<file path="config.mk">
export PLATFORM = sky130hd
export DESIGN_NAME = systolic_skew_feeder
export DESIGN_NICKNAME = d
export VERILOG_FILES = /design/src/rtl/systolic_skew_feeder.sv
export SDC_FILE = /design/constraint.sdc
export NUM_CORES = 1
export LEC_CHECK = 0
export BUFFER_PORTS_ARGS = -buffer_cell sky130_fd_sc_hd__buf_2
export CORE_UTILIZATION = 38
export DETAILED_ROUTE_END_ITERATION = 6
export SLEW_MARGIN = 20
export SYNTH_ARGS = -nofsm -noshare
export SYNTH_HDL_FRONTEND = slang
export SYNTH_SLANG_ARGS = --single-unit
export TNS_END_PERCENT = 1
</file>
<file path="constraint.sdc">
create_clock -name clk -period 3.9 [get_ports clk]
set_clock_uncertainty 0.1 [all_clocks]
set_input_delay 0.39 -clock clk [delete_from_list [all_inputs] [get_ports clk]]
set_output_delay 0.39 -clock clk [all_outputs]
set_load 0.005 [all_outputs]
</file>
<file path="src/rtl/systolic_skew_feeder.sv">
// Diagonal-skew feeder for a 4x4 systolic array.
// Latches one A/B block pair, streams it into the west/north edges with
// row i / column j delayed by i / j cycles, waits DRAIN_CYCLES, then
// pulses res_valid.
// Optional build macro: SKEW_FEEDER_B_COLMAJOR_EN (b_blk packed column-major).
module systolic_skew_feeder #(
    parameter int unsigned BIT_WIDTH    = 16,
    parameter int unsigned FRAC_WIDTH   = 8,
    parameter int unsigned DRAIN_CYCLES = 3
) (
    input  logic                        clk,
    input  logic                        rst,
    input  logic                        in_valid,
    output logic                        in_ready,
    input  logic [16*BIT_WIDTH-1:0]     a_blk,
    input  logic [16*BIT_WIDTH-1:0]     b_blk,
    output logic signed [BIT_WIDTH-1:0] west_in0,
    output logic signed [BIT_WIDTH-1:0] west_in1,
    output logic signed [BIT_WIDTH-1:0] west_in2,
    output logic signed [BIT_WIDTH-1:0] west_in3,
    output logic signed [BIT_WIDTH-1:0] north_in0,
    output logic signed [BIT_WIDTH-1:0] north_in1,
    output logic signed [BIT_WIDTH-1:0] north_in2,
    output logic signed [BIT_WIDTH-1:0] north_in3,
    output logic                        acc_clr,
    output logic                        busy,
    output logic                        res_valid
);

    localparam int unsigned DW = (DRAIN_CYCLES > 1) ? $clog2(DRAIN_CYCLES) : 1;

    // Fixed-point format is carried through untouched; only sanity-check it.
    if (FRAC_WIDTH >= BIT_WIDTH) begin : g_bad_frac
        $error("FRAC_WIDTH must be smaller than BIT_WIDTH");
    end

    typedef enum logic [1:0] {StIdle, StFeed, StDrain, StDone} state_e;

    state_e                  state_q;
    logic [2:0]              t_q;
    logic [DW-1:0]           d_q;
    logic [16*BIT_WIDTH-1:0] a_q;
    logic [16*BIT_WIDTH-1:0] b_q;
    logic [BIT_WIDTH-1:0]    west_q  [4];
    logic [BIT_WIDTH-1:0]    north_q [4];
    logic                    acc_clr_q;
    logic                    res_valid_q;

    // A[row][t-row] when the skewed index is inside the block, else 0.
    function automatic logic [BIT_WIDTH-1:0] west_word(input logic [16*BIT_WIDTH-1:0] blk,
                                                       input int row, input int t);
        int k;
        k = t - row;
        if (k < 0 || k > 3) return '0;
        return blk[(4*row+k)*BIT_WIDTH +: BIT_WIDTH];
    endfunction

    // B[t-col][col] when the skewed index is inside the block, else 0.
    function automatic logic [BIT_WIDTH-1:0] north_word(input logic [16*BIT_WIDTH-1:0] blk,
                                                        input int col, input int t);
        int k;
        k = t - col;
        if (k < 0 || k > 3) return '0;
`ifdef SKEW_FEEDER_B_COLMAJOR_EN
        return blk[(4*col+k)*BIT_WIDTH +: BIT_WIDTH];
`else
        return blk[(4*k+col)*BIT_WIDTH +: BIT_WIDTH];
`endif
    endfunction

    // Control FSM with registered data/strobe outputs computed for the next cycle.
    always_ff @(posedge clk) begin
        if (rst) begin
            state_q     <= StIdle;
            t_q         <= '0;
            d_q         <= '0;
            a_q         <= '0;
            b_q         <= '0;
            acc_clr_q   <= 1'b0;
            res_valid_q <= 1'b0;
            for (int i = 0; i < 4; i++) begin
                west_q[i]  <= '0;
                north_q[i] <= '0;
            end
        end else begin
            // Outputs are zero unless the next cycle is a feed cycle.
            acc_clr_q   <= 1'b0;
            res_valid_q <= 1'b0;
            for (int i = 0; i < 4; i++) begin
                west_q[i]  <= '0;
                north_q[i] <= '0;
            end
            unique case (state_q)
                StIdle: begin
                    if (in_valid) begin
                        a_q       <= a_blk;
                        b_q       <= b_blk;
                        t_q       <= '0;
                        state_q   <= StFeed;
                        acc_clr_q <= 1'b1;
                        for (int i = 0; i < 4; i++) begin
                            west_q[i]  <= west_word(a_blk, i, 0);
                            north_q[i] <= north_word(b_blk, i, 0);
                        end
                    end
                end
                StFeed: begin
                    if (t_q == 3'd6) begin
                        t_q <= '0;
                        d_q <= '0;
                        if (DRAIN_CYCLES == 0) begin
                            state_q     <= StDone;
                            res_valid_q <= 1'b1;
                        end else begin
                            state_q <= StDrain;
                        end
                    end else begin
                        t_q <= t_q + 3'd1;
                        for (int i = 0; i < 4; i++) begin
                            west_q[i]  <= west_word(a_q, i, int'(t_q) + 1);
                            north_q[i] <= north_word(b_q, i, int'(t_q) + 1);
                        end
                    end
                end
                StDrain: begin
                    if (d_q == DW'(DRAIN_CYCLES - 1)) begin
                        d_q         <= '0;
                        state_q     <= StDone;
                        res_valid_q <= 1'b1;
                    end else begin
                        d_q <= d_q + 1'b1;
                    end
                end
                StDone: begin
                    state_q <= StIdle;
                end
                default: begin
                    state_q <= StIdle;
                end
            endcase
        end
    end

    assign in_ready  = (state_q == StIdle);
    assign busy      = (state_q != StIdle);
    assign acc_clr   = acc_clr_q;
    assign res_valid = res_valid_q;
    assign west_in0  = west_q[0];
    assign west_in1  = west_q[1];
    assign west_in2  = west_q[2];
    assign west_in3  = west_q[3];
    assign north_in0 = north_q[0];
    assign north_in1 = north_q[1];
    assign north_in2 = north_q[2];
    assign north_in3 = north_q[3];

endmodule

</file>
==> results.py, run 1 <==
metrics = {
    "outcome": {
        "status": "completed",
    },
    "clock_network": {
        "root_buffer": "clkbuf_16",
        "post-cts-setup-buffer-count": 0,
        "h-tree-depth": 3,
        "numCtsBuffers": 73,
        "cts_hold_buf": 487,
        "cts_tree": "built",
        "path_clk_slew_ps": 60,
        "clk_latency_ps": 630,
        "cts.sinks": 633,
        "cts_buffer_depth": 3,
        "post_cts_resized": 0,
    },
    "logic_synthesis": {
        "synth_edf_count": 96,
        "synth_warnings": 0,
        "synth.avg_cell_area_sq_um": 10.1,
        "synth_top_family_by_area": "multiplexers",
        "yosysTopAreaCell": "dfxtp_1",
        "async_reset_ff_share_pct": 0,
        "yosysUniqueCellTypes": 53,
        "synth_mux_area_share_pct": 24.6,
        "netlist_instances": 3032,
        "synth_fa_ha_area_share_pct": 0.776,
        "yosysSeqAreaShare_pct": 44.5,
        "synthMostInstantiatedCell": "nand2_1",
        "yosys.area_share.simple_pct": 15.9,
        "synth-seq-cells": 633,
        "yosys.area_share.xor_xnor_pct": 0.355,
        "synth_common_cells": "nand2_1, dfxtp_1, a21oi_1, mux4_2, clkbuf_1",
        "synthFlopType": "dfxtp_1",
        "synth_compound_area_share_pct": 9.76,
        "synthTopCellsByArea": "dfxtp_1, mux4_2, nand2_1",
        "yosys.area.top_type_share_pct": 35.1,
        "syn_area_sq_mm": 0.0306,
    },
    "floorplanning": {
        "die_w_um": 286,
        "dieArea_sq_mm": 0.0818,
        "start_util_pct": 38.6,
        "core_sq_mm": 0.0794,
        "die_h_um": 286,
        "placementRows": 103,
        "io_pins": 647,
    },
    "drt": {
        "wl_per_cell_um": 24.1,
        "first_pass_iters": 5,
        "postRouteAntennaNets": 0,
        "dr_total_vias": 28800,
        "totalWireLength_um": 127000,
        "drt-initial-drc-count": 2912,
        "viasPerCell": 5.49,
        "drc": 0,
    },
    "critical_path": {
        "cp_data_arrival_time_ps": 3840,
        "critical_path_class": "reg -> reg",
        "endpoint_kind": "flop",
        "cp-start-kind": "flop",
        "worst-path-max-fanout": 18,
        "cp_data_required_time_ps": 4230,
    },
    "final_layout": {
        "post-route-util_pct": 53.3,
        "multiInputGateArea_sq_mm": 0.0162,
        "fill_cells": 7092,
        "fin_nets": 4650,
        "area_growth_pct": 38.2,
        "drive_above_1_share_pct": 28.0,
        "ff_latch_area_sq_mm": 0.0136,
        "fin_area_sq_mm": 0.0423,
    },
    "placement": {
        "gp_congestion": 0.968,
        "io_buffers": 646,
        "hpwl_um": 90500,
        "dpl_cell_area_sq_mm": 0.0349,
    },
    "timing": {
        "tightest_slew_ps": 1120,
        "slew_headroom_pct": 25.1,
        "fin_crit_ps": 3510,
        "finalHoldViolCount": 0,
        "slew_viol_final": 0,
        "finalCritPeriodShare_pct": 90.1,
        "rsz0062_at_grt": "no",
        "max_freq_mhz": 285,
        "whs_ps": 13.6,
        "finalSetupViolCount": 0,
    },
    "min_path": {
        "min_path_type": "in -> reg",
    },
    "global_routing": {
        "grt_max_degree": 209,
        "grt.total_usage_pct": 30.3,
        "antenna_found_initial": 32,
        "grt_pass1_wl_um": 183000,
        "overflow": 0,
        "grt_pass1_vias": 28500,
    },
    "job": {
        "maxCapViolCount": 0,
    },
    "power": {
        "vdd_drop_max_uv": 596,
        "p_switching_mw": 8.62,
        "p_comb_share_pct": 33.6,
        "fin_total_pwr_mw": 24.1,
        "pwr-share-clk_pct": 29.2,
        "p_per_area_mw_per_mm2": 569,
        "leakagePower_nw": 16.4,
        "p_sw_share_pct": 35.8,
        "sequentialPowerShare_pct": 37.2,
        "p_int_mw": 15.5,
    },
}
==> per-stage QoR <==
step	worst slack (ps)	TNS, ps	std cells
floorplan	-1.63	-16.3	3127
global placement	474	0	4604
detailed placement	401	0	4604
CTS	380	0	5223
global route	175	0	5236
finish	386	0	5246
==> critical path: stages (launching register included) <==
cell     delay (ps)
dfxtp_4         530
ha_1            330
xor2_4          190
inv_4            90
ha_1            380
inv_2           480
nand2_1         670
nor4b_1         520
==> worst paths after layout <==
path | from | endpoint | slack, ps | depth (start not counted)
setup / recovery | t_q[1]$_SDFFE_PP0P_ | north_q[2][11]$_SDFFCE_PP0P_ | 390 | 7
hold / removal | a_blk[193] | a_q[193]$_SDFFE_PP0P_ | 10 | 3
setup reg to reg | t_q[1]$_SDFFE_PP0P_ | north_q[2][11]$_SDFFCE_PP0P_ | 390 | 7
hold reg to reg | b_q[54]$_SDFFE_PP0P_ | b_q[54]$_SDFFE_PP0P_ | 350 | 2
==> final cells by class <==
class | count | area share [%]
antenna | 23 | 0.136
inverter | 13 | 0.121
sequential | 633 | 32.2
clock buffer | 104 | 5.07
tap | 1050 | 3.10
timing repair buffer | 1182 | 20.4
multi-input combinational | 2213 | 38.2
clock inverter | 28 | 0.748
==> power groups by stage <==
stage          Combinational, mW  Sequential (mW)  Clock, mW
2_1_floorplan               5.71             8.33          0
3_3_place_gp                7.56             9.02          0
3_5_place_dp                7.61             9.04          0
4_1_cts                     8.04             8.90       7.12
5_1_grt                     8.71             9.02       7.38
6_report                    8.10             8.97       7.04
==> cells by family after synthesis <==
logic type               after synthesis
AO/OA/AOI/OAI                        572
multiplexers                         355
other                                  1
XOR/XNOR                               6
buffers and inverters                281
AND/OR/NAND/NOR                     1165
flip-flops                           633
adder cells (fa/ha/maj)               19
==> flip-flops by register name, indices dropped and copies added, names as in the netlist <==
| name | cells |
|---|---|
| acc_clr | 1 |
| b_q | 240 |
| d_q | 2 |
| res_valid | 1 |
| a_q | 256 |
| state_q | 2 |
| west_q | 64 |
| north_q | 64 |
| t_q | 3 |
==> cells in the final DEF, fill, tap and decap left out, drive strengths merged, types with 18 or more instances in the layout <==
master	n
clkinv	18
buf	695
ha	19
nor3b	31
nor4b	32
dfxtp	537
nor2b	34
dlygate4sd3	487
mux2i	35
edfxtp	96
clkbuf	104
conb	96
o21ai	35
mux4	319
inv	18
nand2	1034
diode	23
a21oi	503
==> routing by layer <==
metal  track usage, %  up-vias  wire length [um]
li1                 -    12900                 -
met1             35.4    14000             44800
met2             51.0     1597             61600
met3             7.59      345             12500
met4             16.2       20              7470
met5                0        -               127
Power figures use the tool's default switching activity.
==> run 2: changes to the inputs <==
- clock period: 3.9 -> 4.5 ns (I/O delays scaled with it)
==> run 2 against run 1 <==
  * Register-to-register slack better by 550 ps
  * Sequential power down 13%
  * Critical path depth up 1
  * Sequential cell count unchanged
  * Worst setup slack better by 550 ps
  * First-iteration DRC count down 1.3%
  * Fmax down 1.5%
  * Largest power group unchanged
  * Die area unchanged
  * Clock-buffer cell count up 5
  * Utilization down 0.55 points
==> results.py, run 2 (synthesis results as in run 1) <==
metrics = {
    "placement": {
        "hpwl_um": 89400,
        "io_buffers": 646,
        "gp_congestion": 0.992,
        "dp_cells": 4598,
        "dpl_cell_area_sq_mm": 0.0349,
    },
    "final_layout": {
        "fin_nets": 4604,
        "area_growth_pct": 36.8,
        "largest-register": "a_q",
        "reg_top3": "a_q x256, b_q x240",
        "fin_area_sq_mm": 0.0419,
        "fill_cells": 7187,
        "layout_commonest_cell": "nand2_1",
        "largest_register_ffs": 256,
        "drive_above_1_share_pct": 28.2,
        "final_cells": 5198,
        "layout_common_cells": "nand2_1, buf_2, dfxtp_1",
    },
    "clock_network": {
        "root_buffer": "clkbuf_16",
        "numCtsBuffers": 73,
        "cts.sinks": 633,
        "cts_buffer_depth": 3,
        "post_cts_resized": 0,
        "cts_tree": "built",
        "post-cts-setup-buffer-count": 0,
        "h-tree-depth": 3,
        "path_clk_slew_ps": 60,
        "clk_latency_ps": 660,
    },
    "critical_path": {
        "cp_top_family": "simple AND/OR/NAND/NOR gates",
        "max_stage_delay_ps": 700,
        "timing.rr.end": "north_q[2][10]$_SDFFCE_PP0P_",
        "path_depth": 8,
        "r2r_slack_ps": 930,
        "cpMostUsedCell": "ha_1",
        "ff2ff_path_depth": 8,
        "cp_data_required_time_ps": 4840,
        "cp_data_arrival_time_ps": 3910,
        "worst-path-buf-inv": 3,
        "endpoint": "north_q[2][10]$_SDFFCE_PP0P_",
        "crit_chain": "ha_1 -> buf_4 -> xor2_4 -> inv_4 -> ha_1 -> inv_2 -> nand2_1 -> nor4b_1",
        "worst-path-max-fanout": 17,
        "r2r_start": "t_q[1]$_SDFFE_PP0P_",
        "crit_slowest_cell": "nand2_1",
        "endpoint_kind": "flop",
        "crit_start": "t_q[1]$_SDFFE_PP0P_",
        "critical_path_class": "reg -> reg",
        "cp-start-kind": "flop",
    },
    "power": {
        "leakagePower_nw": 16.2,
        "pwr-share-clk_pct": 29.5,
        "p_int_mw": 13.4,
        "vdd_drop_max_uv": 416,
        "p_switching_mw": 7.49,
        "sequentialPowerShare_pct": 37.2,
        "p_sw_share_pct": 35.8,
        "p_per_area_mw_per_mm2": 499,
        "p_comb_share_pct": 33.3,
        "fin_total_pwr_mw": 20.9,
    },
    "drt": {
        "postRouteAntennaNets": 0,
        "dr_total_vias": 28600,
        "wl_per_cell_um": 24.1,
        "totalWireLength_um": 125000,
        "drt-initial-drc-count": 2875,
        "first_pass_iters": 6,
        "viasPerCell": 5.50,
        "drc": 0,
    },
    "floorplanning": {
        "io_pins": 647,
        "dieArea_sq_mm": 0.0818,
        "start_util_pct": 38.6,
        "placementRows": 103,
        "core_sq_mm": 0.0794,
        "die_h_um": 286,
        "die_w_um": 286,
    },
    "global_routing": {
        "antenna_found_initial": 23,
        "grt_pass1_wl_um": 181000,
        "grt.total_usage_pct": 29.9,
        "overflow": 0,
        "grt_pass1_vias": 28100,
        "grt_max_degree": 204,
    },
    "timing": {
        "whs_ps": 26.0,
        "tightest_slew_ps": 1050,
        "fin_crit_ps": 3570,
        "slew_viol_final": 0,
        "fin_setup_tns_ps": 0,
        "max_freq_mhz": 280,
        "slew_headroom_pct": 29.7,
        "finalHoldViolCount": 0,
        "finalSetupViolCount": 0,
        "rsz0062_at_grt": "no",
        "finalCritPeriodShare_pct": 79.3,
    },
    "outcome": {
        "status": "completed",
    },
    "min_path": {
        "min_path_type": "in -> reg",
    },
    "job": {
        "maxCapViolCount": 0,
    },
}
run 2: how the worst min path moves through the flow:
| stage | to | cells after the start | slack, ps | start |
|---|---|---|---|---|
| finish | a_q[237]$_SDFFE_PP0P_ | 3 | 30 | a_blk[237] |
| global route | a_q[237]$_SDFFE_PP0P_ | 3 | 10 | a_blk[237] |
| CTS | a_q[202]$_SDFFE_PP0P_ | 3 | 0.8 | a_blk[202] |
| detailed placement | b_q[215]$_SDFFE_PP0P_ | 2 | 340 | b_q[215]$_SDFFE_PP0P_ |
| global placement | b_q[247]$_SDFFE_PP0P_ | 2 | 340 | b_q[247]$_SDFFE_PP0P_ |
| floorplan | b_q[100]$_SDFFE_PP0P_ | 2 | 330 | b_q[100]$_SDFFE_PP0P_ |
run 2: timing repair:
action | 4_1_cts | 5_1_grt
hold endpoints to repair | 448 | 0
hold buffers | 447 | 0
endpoints found under the setup margin | 0 | 0
run 2: metal layers:
layer / wire (um) / part of all wire [%] / vias up / track usage (%)
met1: 45400 / 36 / 13900 / 35.2
met3: 12900 / 10 / 329 / 8.92
met2: 59700 / 48 / 1585 / 49.1
li1: - / - / 12800 / -
met4: 7450 / 5.9 / 12 / 16.0
met5: 66 / 0.053 / - / 0
run 2: power by group through the flow:
stage / combinational (mW) / clock [mW] / sequential, mW
2_1_floorplan: 4.94 / 0 / 7.22
3_3_place_gp: 6.52 / 0 / 7.81
3_5_place_dp: 6.58 / 0 / 7.83
4_1_cts: 6.92 / 6.24 / 7.72
5_1_grt: 7.47 / 6.48 / 7.82
6_report: 6.97 / 6.16 / 7.78
run 2: tightest hold or removal path, stage by stage:
cell and delay, ps:
buf_2 90, nand2_1 90, a21oi_1 70
run 2: layout make-up:
class                   count  area (sq um)  area share, %
flip-flops and latches    633         13600           32.5
multi-input cells        2213         16200           38.6
diodes                     17          42.5          0.102
repair buffers           1136          8180           19.5
inverters                  13          51.3          0.122
well taps                1050          1310           3.13
clock buffers             109          2190           5.22
clock inverters            27           318          0.758
run 2: per-stage QoR:
stage | worst slack [ps] | utilization, %
final | 933 | 52.8
after global routing | 744 | 52.8
after CTS | 880 | 52.7
after detailed placement | 873 | 43.9
after global placement | 1010 | 43.9
after floorplan | 295 | -
